## src/rtl/nibble_serial_sub_pkg.sv

```systemverilog
// Shared constants and state encoding for the nibble-serial subtractor.
// Imported by the slice, the interface users and the top.
package nibble_sub_pkg;

    localparam int NIBBLE_W = 4;

    typedef logic [1:0] state_t;

    localparam state_t IDLE = 2'd0;
    localparam state_t RUN  = 2'd1;
    localparam state_t DONE = 2'd2;

endpackage

```

## src/rtl/nibble_serial_sub_if.sv

```systemverilog
// Request/result bundle between a requester and the serial subtractor.
// The requester drives start/a/b; the subtractor returns status and result.
interface nibble_serial_sub_if #(
    parameter int WIDTH = 16
);

    logic             start;
    logic [WIDTH-1:0] a;
    logic [WIDTH-1:0] b;
    logic             busy;
    logic             done;
    logic [WIDTH-1:0] diff;
    logic             borrow;
    logic             zero;

    modport master (
        output start,
        output a,
        output b,
        input  busy,
        input  done,
        input  diff,
        input  borrow,
        input  zero
    );

    modport slave (
        input  start,
        input  a,
        input  b,
        output busy,
        output done,
        output diff,
        output borrow,
        output zero
    );

endinterface

```

## src/rtl/nibble_serial_sub_addsub.sv

```systemverilog
// One 4-bit subtract slice: a_n + ~b_n + cin.
// cout = 1 means this nibble did not borrow.
module nibble_addsub
    import nibble_sub_pkg::*;
(
    input  logic [NIBBLE_W-1:0] a_n,
    input  logic [NIBBLE_W-1:0] b_n,
    input  logic                cin,
    output logic [NIBBLE_W-1:0] s,
    output logic                cout
);

    logic [NIBBLE_W:0] sum;

    assign sum = {1'b0, a_n}
               + {1'b0, ~b_n}
               + {{NIBBLE_W{1'b0}}, cin};

    assign s    = sum[NIBBLE_W-1:0];
    assign cout = sum[NIBBLE_W];

endmodule

```

## src/rtl/nibble_serial_sub.sv

```systemverilog
// Multi-cycle unsigned subtractor: one shared 4-bit slice walked over
// the operands LS nibble first, borrow chained through a carry flop.
module nibble_serial_sub
    import nibble_sub_pkg::*;
#(
    parameter int WIDTH = 16
) (
    input  logic               clk,
    input  logic               rst_n,
    nibble_serial_sub_if.slave bus
);

    localparam int NIB   = WIDTH / NIBBLE_W;
    localparam int IDX_W = (NIB > 1) ? $clog2(NIB) : 1;

    localparam logic [IDX_W-1:0] LAST = IDX_W'(NIB - 1);

    state_t           state;
    logic [IDX_W-1:0] idx;
    logic             carry;
    logic [WIDTH-1:0] op_a;
    logic [WIDTH-1:0] op_b;
    logic [WIDTH-1:0] work;

    logic [WIDTH-1:0] res_diff;
    logic             res_borrow;
    logic             res_zero;

    logic [NIBBLE_W-1:0] a_n;
    logic [NIBBLE_W-1:0] b_n;
    logic [NIBBLE_W-1:0] s;
    logic                cout;
    logic [WIDTH-1:0]    next_work;

    assign a_n = op_a[NIBBLE_W*int'(idx) +: NIBBLE_W];
    assign b_n = op_b[NIBBLE_W*int'(idx) +: NIBBLE_W];

    nibble_addsub u_slice (
        .a_n  (a_n),
        .b_n  (b_n),
        .cin  (carry),
        .s    (s),
        .cout (cout)
    );

    // Merge the nibble being produced this cycle so the final
    // cycle can publish the full result without an extra stage.
    always_comb begin
        next_work = work;
        next_work[NIBBLE_W*int'(idx) +: NIBBLE_W] = s;
    end

    always_ff @(posedge clk or negedge rst_n) begin
        if (!rst_n) begin
            state      <= IDLE;
            idx        <= '0;
            carry      <= 1'b1;
            op_a       <= '0;
            op_b       <= '0;
            work       <= '0;
            res_diff   <= '0;
            res_borrow <= 1'b0;
            res_zero   <= 1'b0;
        end else begin
            unique case (state)
                IDLE: begin
                    if (bus.start) begin
                        op_a  <= bus.a;
                        op_b  <= bus.b;
                        idx   <= '0;
                        carry <= 1'b1;
                        state <= RUN;
                    end
                end
                RUN: begin
                    work  <= next_work;
                    carry <= cout;
                    idx   <= idx + 1'b1;
                    if (idx == LAST) begin
                        idx        <= '0;
                        res_diff   <= next_work;
                        res_borrow <= ~cout;
                        res_zero   <= (next_work == '0);
                        state      <= DONE;
                    end
                end
                DONE: begin
                    state <= IDLE;
                end
                default: begin
                    state <= IDLE;
                end
            endcase
        end
    end

    assign bus.busy   = (state != IDLE);
    assign bus.done   = (state == DONE);
    assign bus.diff   = res_diff;
    assign bus.borrow = res_borrow;
    assign bus.zero   = res_zero;

endmodule

```

## src/flat_wrapper.sv

```systemverilog
// flat-port wrapper written by rule: the top's interface ports become plain ports
module nibble_serial_sub_flat import nibble_sub_pkg::*;
#(
    parameter int WIDTH = 16
)
  (clk, rst_n, bus_start, bus_a, bus_b, bus_busy, bus_done, bus_diff, bus_borrow, bus_zero);
  nibble_serial_sub_if #(.WIDTH(WIDTH)) bus_i ();
  input  logic clk;
  input  logic rst_n;
  input wire logic [$bits(bus_i.start)-1:0] bus_start;
  input wire logic [$bits(bus_i.a)-1:0] bus_a;
  input wire logic [$bits(bus_i.b)-1:0] bus_b;
  output wire logic [$bits(bus_i.busy)-1:0] bus_busy;
  output wire logic [$bits(bus_i.done)-1:0] bus_done;
  output wire logic [$bits(bus_i.diff)-1:0] bus_diff;
  output wire logic [$bits(bus_i.borrow)-1:0] bus_borrow;
  output wire logic [$bits(bus_i.zero)-1:0] bus_zero;
  assign bus_i.start = bus_start;
  assign bus_i.a = bus_a;
  assign bus_i.b = bus_b;
  assign bus_busy = bus_i.busy;
  assign bus_done = bus_i.done;
  assign bus_diff = bus_i.diff;
  assign bus_borrow = bus_i.borrow;
  assign bus_zero = bus_i.zero;
  nibble_serial_sub #(.WIDTH(WIDTH)) u_core (.clk(clk), .rst_n(rst_n), .bus(bus_i));
endmodule
```

## config.mk

```make
export PLATFORM = sky130hd
export DESIGN_NAME = nibble_serial_sub_flat
export DESIGN_NICKNAME = d
export VERILOG_FILES = /design/src/rtl/nibble_serial_sub_pkg.sv /design/src/rtl/nibble_serial_sub_if.sv /design/src/rtl/nibble_serial_sub_addsub.sv /design/src/rtl/nibble_serial_sub.sv /design/src/flat_wrapper.sv
export SDC_FILE = /design/constraint.sdc
export NUM_CORES = 1
export LEC_CHECK = 0
export CAP_MARGIN = 20
export CELL_PAD_IN_SITES_DETAIL_PLACEMENT = 0
export CELL_PAD_IN_SITES_GLOBAL_PLACEMENT = 1
export CORE_ASPECT_RATIO = 0.8
export CORE_MARGIN = 2
export CORE_UTILIZATION = 46
export DETAILED_ROUTE_END_ITERATION = 7
export GPL_TIMING_DRIVEN = 0
export HOLD_SLACK_MARGIN = 0.06
export PLACE_DENSITY = 0.93
export SLEW_MARGIN = 20
export SYNTH_ARGS = -nofsm -noshare
export SYNTH_HDL_FRONTEND = slang
export SYNTH_SLANG_ARGS = --single-unit
```

## constraint.sdc

```tcl
create_clock -name clk -period 4.8 [get_ports clk]
set_clock_uncertainty 0.15 [all_clocks]
set_input_delay 0.72 -clock clk [delete_from_list [all_inputs] [get_ports clk]]
set_output_delay 0.72 -clock clk [all_outputs]
set_load 0.005 [all_outputs]
```

# Yosys cells after proc, flatten, opt, wreduce, memory -nomap -nowiden
# Index checks and enable logic that the tools add are counted.
dict set report classes {
  eq_ne 5
  bitwise_logic 2
  muxes 9
  shift 4
  n_addsub 4
  reduce_logical 8
}
# operator count
set ops {}
lappend ops {{$neg A4 Y33} 1}
lappend ops {{$shift A4 B33 Y16 const A} 1}
lappend ops {{$shiftx A4 B33 Y16} 1}
lappend ops {{$shiftx A16 B5 Y4} 2}
lappend ops {{$bwmux W16} 1}
lappend ops {{$logic_not A16 Y1} 1}
lappend ops {{$mux W2} 4}
lappend ops {{$pmux W2 S2} 2}
lappend ops {{$reduce_and A2 Y1} 4}
lappend ops {{$add A4 B4 Y5} 1}
lappend ops {{$add A5 B1 Y5} 1}
lappend ops {{$eq A2 B2 Y1 const B} 2}
lappend ops {{$not A4 Y4} 1}
lappend ops {{$reduce_bool A2 Y1} 2}
lappend ops {{$add A2 B1 Y2 const B} 1}
lappend ops {{$eq A2 B1 Y1 const B} 1}
lappend ops {{$logic_not A2 Y1} 1}
lappend ops {{$ne A2 B1 Y1 const B} 1}
lappend ops {{$ne A2 B2 Y1 const B} 1}
lappend ops {{$pmux W1 S2} 1}
lappend ops {{$mux W1} 1}
lappend ops {{$not A1 Y1} 1}
dict set report totals {
  input_bits 35
  regBits 71
  output_inout_bits 20
}

# Logic depth before layout (Yosys ltp)
dict set report logic_depth {
  depth_word 7
  mapped_depth 12
  mapped_depth_nobuf 10
}

# By module
# A second synthesis with hierarchy kept.
dict set report hier_totals {
  cells_unflattened 290
  area_unflattened_um2 3502.1
}
# module cells_per_inst area_per_inst_um2 n_inst
set by_module_without_submodules {}
lappend by_module_without_submodules {nibble_serial_sub 271 3350.7 1}
lappend by_module_without_submodules {nibble_addsub 19 151.4 1}

# Worst setup path after synthesis
# No wires, ideal clock.
dict set report synth_timing {
  path_kind {register to register}
  startpoint {register u_core.idx[0]}
  endpoint {register u_core.res_zero (netlist: u_core.bus.zero)}
  n_path_buf 2
  path_stages_with_launch 12
  path_slack_ns 1.518
  arrival_time_ns 3.006
  cell_sequence {dfrtp_1 buf_6 buf_2 mux4_2 fa_1 inv_1 fa_1 xor2_2 inv_2 or4_1 nand4_1 o41ai_2}
}
dict set report synth_between {
  elab_chain_len 7
}
# element line
set synth_lines {}
lappend synth_lines {{start, declared} nibble_serial_sub.sv:19} ;# logic [IDX_W-1:0] idx;
lappend synth_lines {{start signal, assigned} nibble_serial_sub.sv:78} ;# idx <= idx + 1'b1;
lappend synth_lines {{$shiftx A16 B5 Y4} nibble_serial_sub.sv:36} ;# assign b_n = op_b[NIBBLE_W*int'(idx) +: NIBBLE_W];
lappend synth_lines {{$not A4 Y4} nibble_serial_sub_addsub.sv:16} ;# + {1'b0, ~b_n}
lappend synth_lines {{$add A4 B4 Y5} nibble_serial_sub_addsub.sv:16}
lappend synth_lines {{$add A5 B1 Y5} nibble_serial_sub_addsub.sv:17} ;# + {{NIBBLE_W{1'b0}}, cin};
lappend synth_lines {{$shiftx A4 B33 Y16} nibble_serial_sub.sv:50} ;# next_work[NIBBLE_W*int'(idx) +: NIBBLE_W] = s;
lappend synth_lines {{$bwmux W16} nibble_serial_sub.sv:50}
lappend synth_lines {{$logic_not A16 Y1} nibble_serial_sub.sv:83} ;# res_zero <= (next_work == '0);
lappend synth_lines {{end signal, assigned} nibble_serial_sub.sv:83}
lappend synth_lines {{end, declared} nibble_serial_sub.sv:27} ;# logic res_zero;
# Several ways; a longest one is shown, not always the timed one.
# A chain may end at the register's enable or synchronous reset.

# Worst setup path in the final report
# Same ends and word-level chain as after synthesis.

==> results.json <==
{
  "p_sw_share_pct": 42.8,
  "setup_viol": 0,
  "final_core_util_pct": 59.0,
  "clockPowerShare_pct": 15.8,
  "postCtsSetupBuffers": 0,
  "grt_remaining_overflow": 0,
  "numCtsBuffers": 9,
  "min_path_type": "input pin to async pin",
  "place_ws_ns": 1.11,
  "place_inst": 428,
  "yosys.area_share.simple_pct": 9.59,
  "cts.repair.resized": 0,
  "start_util_pct": 46.9,
  "io_buffers": 54,
  "p_seq_share_pct": 29.9,
  "crit_top_cell": "fa_1",
  "setup-tns-final_ns": 0,
  "syn_avg_cell_area_sq_um": 12.1,
  "fin_ws_ns": 1.08,
  "clock_sinks": 71,
  "track_usage_pct": 20.1,
  "power_uw": 3350,
  "critical_path_class": "flop to flop",
  "yosysSeqAreaShare_pct": 51.8,
  "p_sw_uw": 1440,
  "die-area_sq_um": 8170,
  "layoutNonFillerInstCount": 444,
  "synth-adder-area-share_pct": 4.45,
  "vdd_drop_max_mv": 0.567,
  "rsz0062_at_grt": "false",
  "synth_edf_count": 0,
  "critPathTopFamily": "simple AND/OR/NAND/NOR gates",
  "place_congestion": 0.849,
  "synth_cell_types": 50,
  "hold_viol_final": 0,
  "power.static_leakage_uw": 0.00185,
  "drv_cap": 0,
  "critPathBufInv": 4,
  "cts_buffer_depth": 2,
  "antennaDiodeCount": 0,
  "synthMuxAreaShare_pct": 16.4,
  "antenna_found_initial": 0,
  "vias_per_cell": 5.41,
  "root_buffer": "clkbuf_8",
  "yosysWarnings": 0,
  "vias": 2404,
  "die_y_um": 81.2,
  "async_flop_share_pct": 100,
  "grt_pass1_wl_um": 12400,
  "drv_slew": 0,
  "synth_top_family_by_area": "multiplexers",
  "worst_setup_path_end_kind": "flop",
  "synth_xor_area_share_pct": 0.948,
  "grt_max_degree": 37,
  "critPathMaxFanout": 10,
  "combPwrFrac_pct": 54.4,
  "crit_slowest_cell": "mux4_2",
  "syn_nets": 329,
  "core-area_sq_um": 7320,
  "wl_per_cell_um": 16.6,
  "cts.clk_slew.worst_paths_ns": 0.08,
  "dr.pass1.iters": 4,
  "startpoint": "u_core.idx[0]",
  "final.period_utilization_pct": 77.5,
  "route.detailed.drc": 0,
  "hpwlAfterDp_um": 5380,
  "ant_nets": 0,
  "worst_path_largest_cell_delay_ns": 0.60,
  "power.density_nw_per_um2": 776,
  "start_kind": "flop",
  "worstReg2RegStart": "u_core.idx[0]",
  "synthFlopType": "dfrtp_1",
  "netlist_area_sq_um": 3430,
  "drive_above_1_share_pct": 13.8,
  "synth-compound-area-share_pct": 12.8,
  "rows": 28,
  "outcome": "completed",
  "htree_levels": 3,
  "worstPathCellList": "buf_6, buf_2, mux4_2, fa_1, inv_1, fa_1, xor2_2, inv_2, or4_1, nand4_1, o41ai_2",
  "drtIter0Drc": 133,
  "clk_latency_ns": 0.35,
  "cts_tree": "built",
  "grt_pass1_vias": 2445,
  "synth_cells": 283,
  "wl_um": 7350,
  "fillers": 597,
  "nets": 395,
  "fmax_mhz": 269,
  "cts_hold_buf": 0,
  "slew_headroom_pct": 45.1,
  "synth-seq-cells": 71,
  "p_int_uw": 1920,
  "die_x_um": 101,
  "areaGrowthSynthToFinish_pct": 26.0,
  "crit_required_ns": 4.88,
  "rrSetupSlack_ns": 1.08,
  "tightest_slew_ns": 0.815,
  "cp_data_arrival_time_ns": 3.81,
  "layout_min_cycle_time_ns": 3.72,
  "io_pins": 55
}
area by class of cell:
| class | instances | area (sq um) | area share (%) |
|---|---|---|---|
| clock buffer | 10 | 128 | 2.95 |
| timing repair buffer | 55 | 558 | 12.9 |
| sequential | 71 | 1780 | 41.1 |
| clock inverter | 6 | 93.8 | 2.17 |
| multi-input combinational | 184 | 1520 | 35.1 |
| inverter | 15 | 58.8 | 1.36 |
| tap | 90 | 113 | 2.60 |
| buffer | 13 | 78.8 | 1.82 |
cell usage after synthesis (2+ instances only):
cell type / instances / share of area (%)
xor2_2: 2 / 0.95
dfrtp_1: 70 / 51
buf_2: 4 / 0.58
a32o_1: 2 / 0.58
fa_1: 2 / 1.2
a31oi_1: 2 / 0.36
o21ai_0: 2 / 0.29
a22o_1: 9 / 2.3
o22ai_1: 3 / 0.55
nand2_1: 29 / 3.2
o21a_1: 2 / 0.44
a22oi_1: 7 / 1.5
nor2_2: 2 / 0.36
nor4_1: 2 / 0.36
mux2_1: 34 / 11
nor2_1: 6 / 0.66
a21oi_1: 9 / 1.3
nor2b_1: 9 / 1.6
a22o_2: 2 / 0.58
inv_2: 2 / 0.22
clkbuf_1: 6 / 0.66
buf_6: 2 / 0.66
ha_1: 9 / 3.3
mux4_2: 8 / 5.3
o21ai_1: 21 / 3.1
nor3_1: 2 / 0.29
inv_1: 12 / 1.3
state kept, by name, summed over array words and instances, names as in the netlist:
| signal | cells |
|---|---|
| u_core.state | 2 |
| u_core.bus.zero | 1 |
| u_core.bus.diff | 16 |
| u_core.carry | 1 |
| u_core.bus.borrow | 1 |
| u_core.work | 16 |
| u_core.idx | 2 |
| u_core.op_a | 16 |
| u_core.op_b | 16 |
path summary, 6_finish.rpt:
| check | end | cells past startpoint |
|---|---|---|
| hold reg to reg | u_core.work[1] | 2 |
| setup / recovery | u_core.bus.zero | 11 |
| hold / removal | u_core.op_a[14] | 1 |
| min in group clk | u_core.work[1] | 2 |
| setup reg to reg | u_core.bus.zero | 11 |
| max in group asynchronous | u_core.work[10] | 2 |
metrics by stage:
step | hold WS [ns] | cell area, sq um
6_report | 0.167 | 4320
5_1_grt | 0.188 | 4320
4_1_cts | 0.167 | 4320
3_5_place_dp | 0.319 | 4100
3_3_place_gp | 0.312 | 4080
2_1_floorplan | 0.274 | 3430
placed cells by master, fill, tap and decap left out, types with 2 or more instances in the layout:
cell type | Yosys | final
mux2_1 | 34 | 34
clkbuf_8 | 1 | 10
nor2b_1 | 9 | 9
buf_6 | 2 | 2
nor3_1 | 2 | 2
clkbuf_1 | 6 | 7
dfrtp_1 | 70 | 70
a22oi_1 | 7 | 7
ha_1 | 9 | 9
o21a_1 | 2 | 2
a22o_1 | 9 | 9
fa_1 | 2 | 2
a22o_2 | 2 | 2
clkinv_4 | 0 | 2
a21oi_1 | 9 | 9
clkdlybuf4s50_1 | 0 | 53
mux4_2 | 8 | 8
o22ai_1 | 3 | 3
nor2_1 | 6 | 6
nor4_1 | 2 | 2
bufinv_16 | 0 | 2
inv_1 | 12 | 12
inv_2 | 2 | 2
a31oi_1 | 2 | 2
xor2_2 | 2 | 2
a32o_1 | 2 | 2
nor2_2 | 2 | 2
buf_2 | 4 | 4
o21ai_1 | 21 | 21
nand2_1 | 29 | 29
o21ai_0 | 2 | 2
worst register-to-register path: stages (launching register included):
cell and delay, ns:
dfrtp_1 0.42, buf_6 0.16, buf_2 0.32, mux4_2 0.60, fa_1 0.43, inv_1 0.08
fa_1 0.22, xor2_2 0.46, inv_2 0.04, or4_1 0.52, nand4_1 0.14, o41ai_2 0.07
cells by family (layout without fill, tap and decap cells):
kind of cell | count (synthesis) | count (layout)
AO/OA/AOI/OAI | 65 | 65
XOR/XNOR | 2 | 2
adder cells (fa/ha/maj) | 11 | 11
buffers and inverters | 28 | 99
flip-flops | 71 | 71
multiplexers | 42 | 42
AND/OR/NAND/NOR | 64 | 64
per-layer routing:
layer,global-route usage (%),share of wire [%]
met1,27.6,49
met2,31.9,46
met3,4.99,4.0
met4,6.44,1.2
met5,0,0
power groups by stage:
stage / sequential [uW] / clock [uW] / combinational (uW)
finish: 1000 / 529 / 1820
global route: 1030 / 570 / 2030
CTS: 1000 / 546 / 1830
detailed placement: 1010 / 0 / 1830
global placement: 998 / 0 / 1790
floorplan: 971 / 0 / 1260
(Power assumes the default switching activity.)
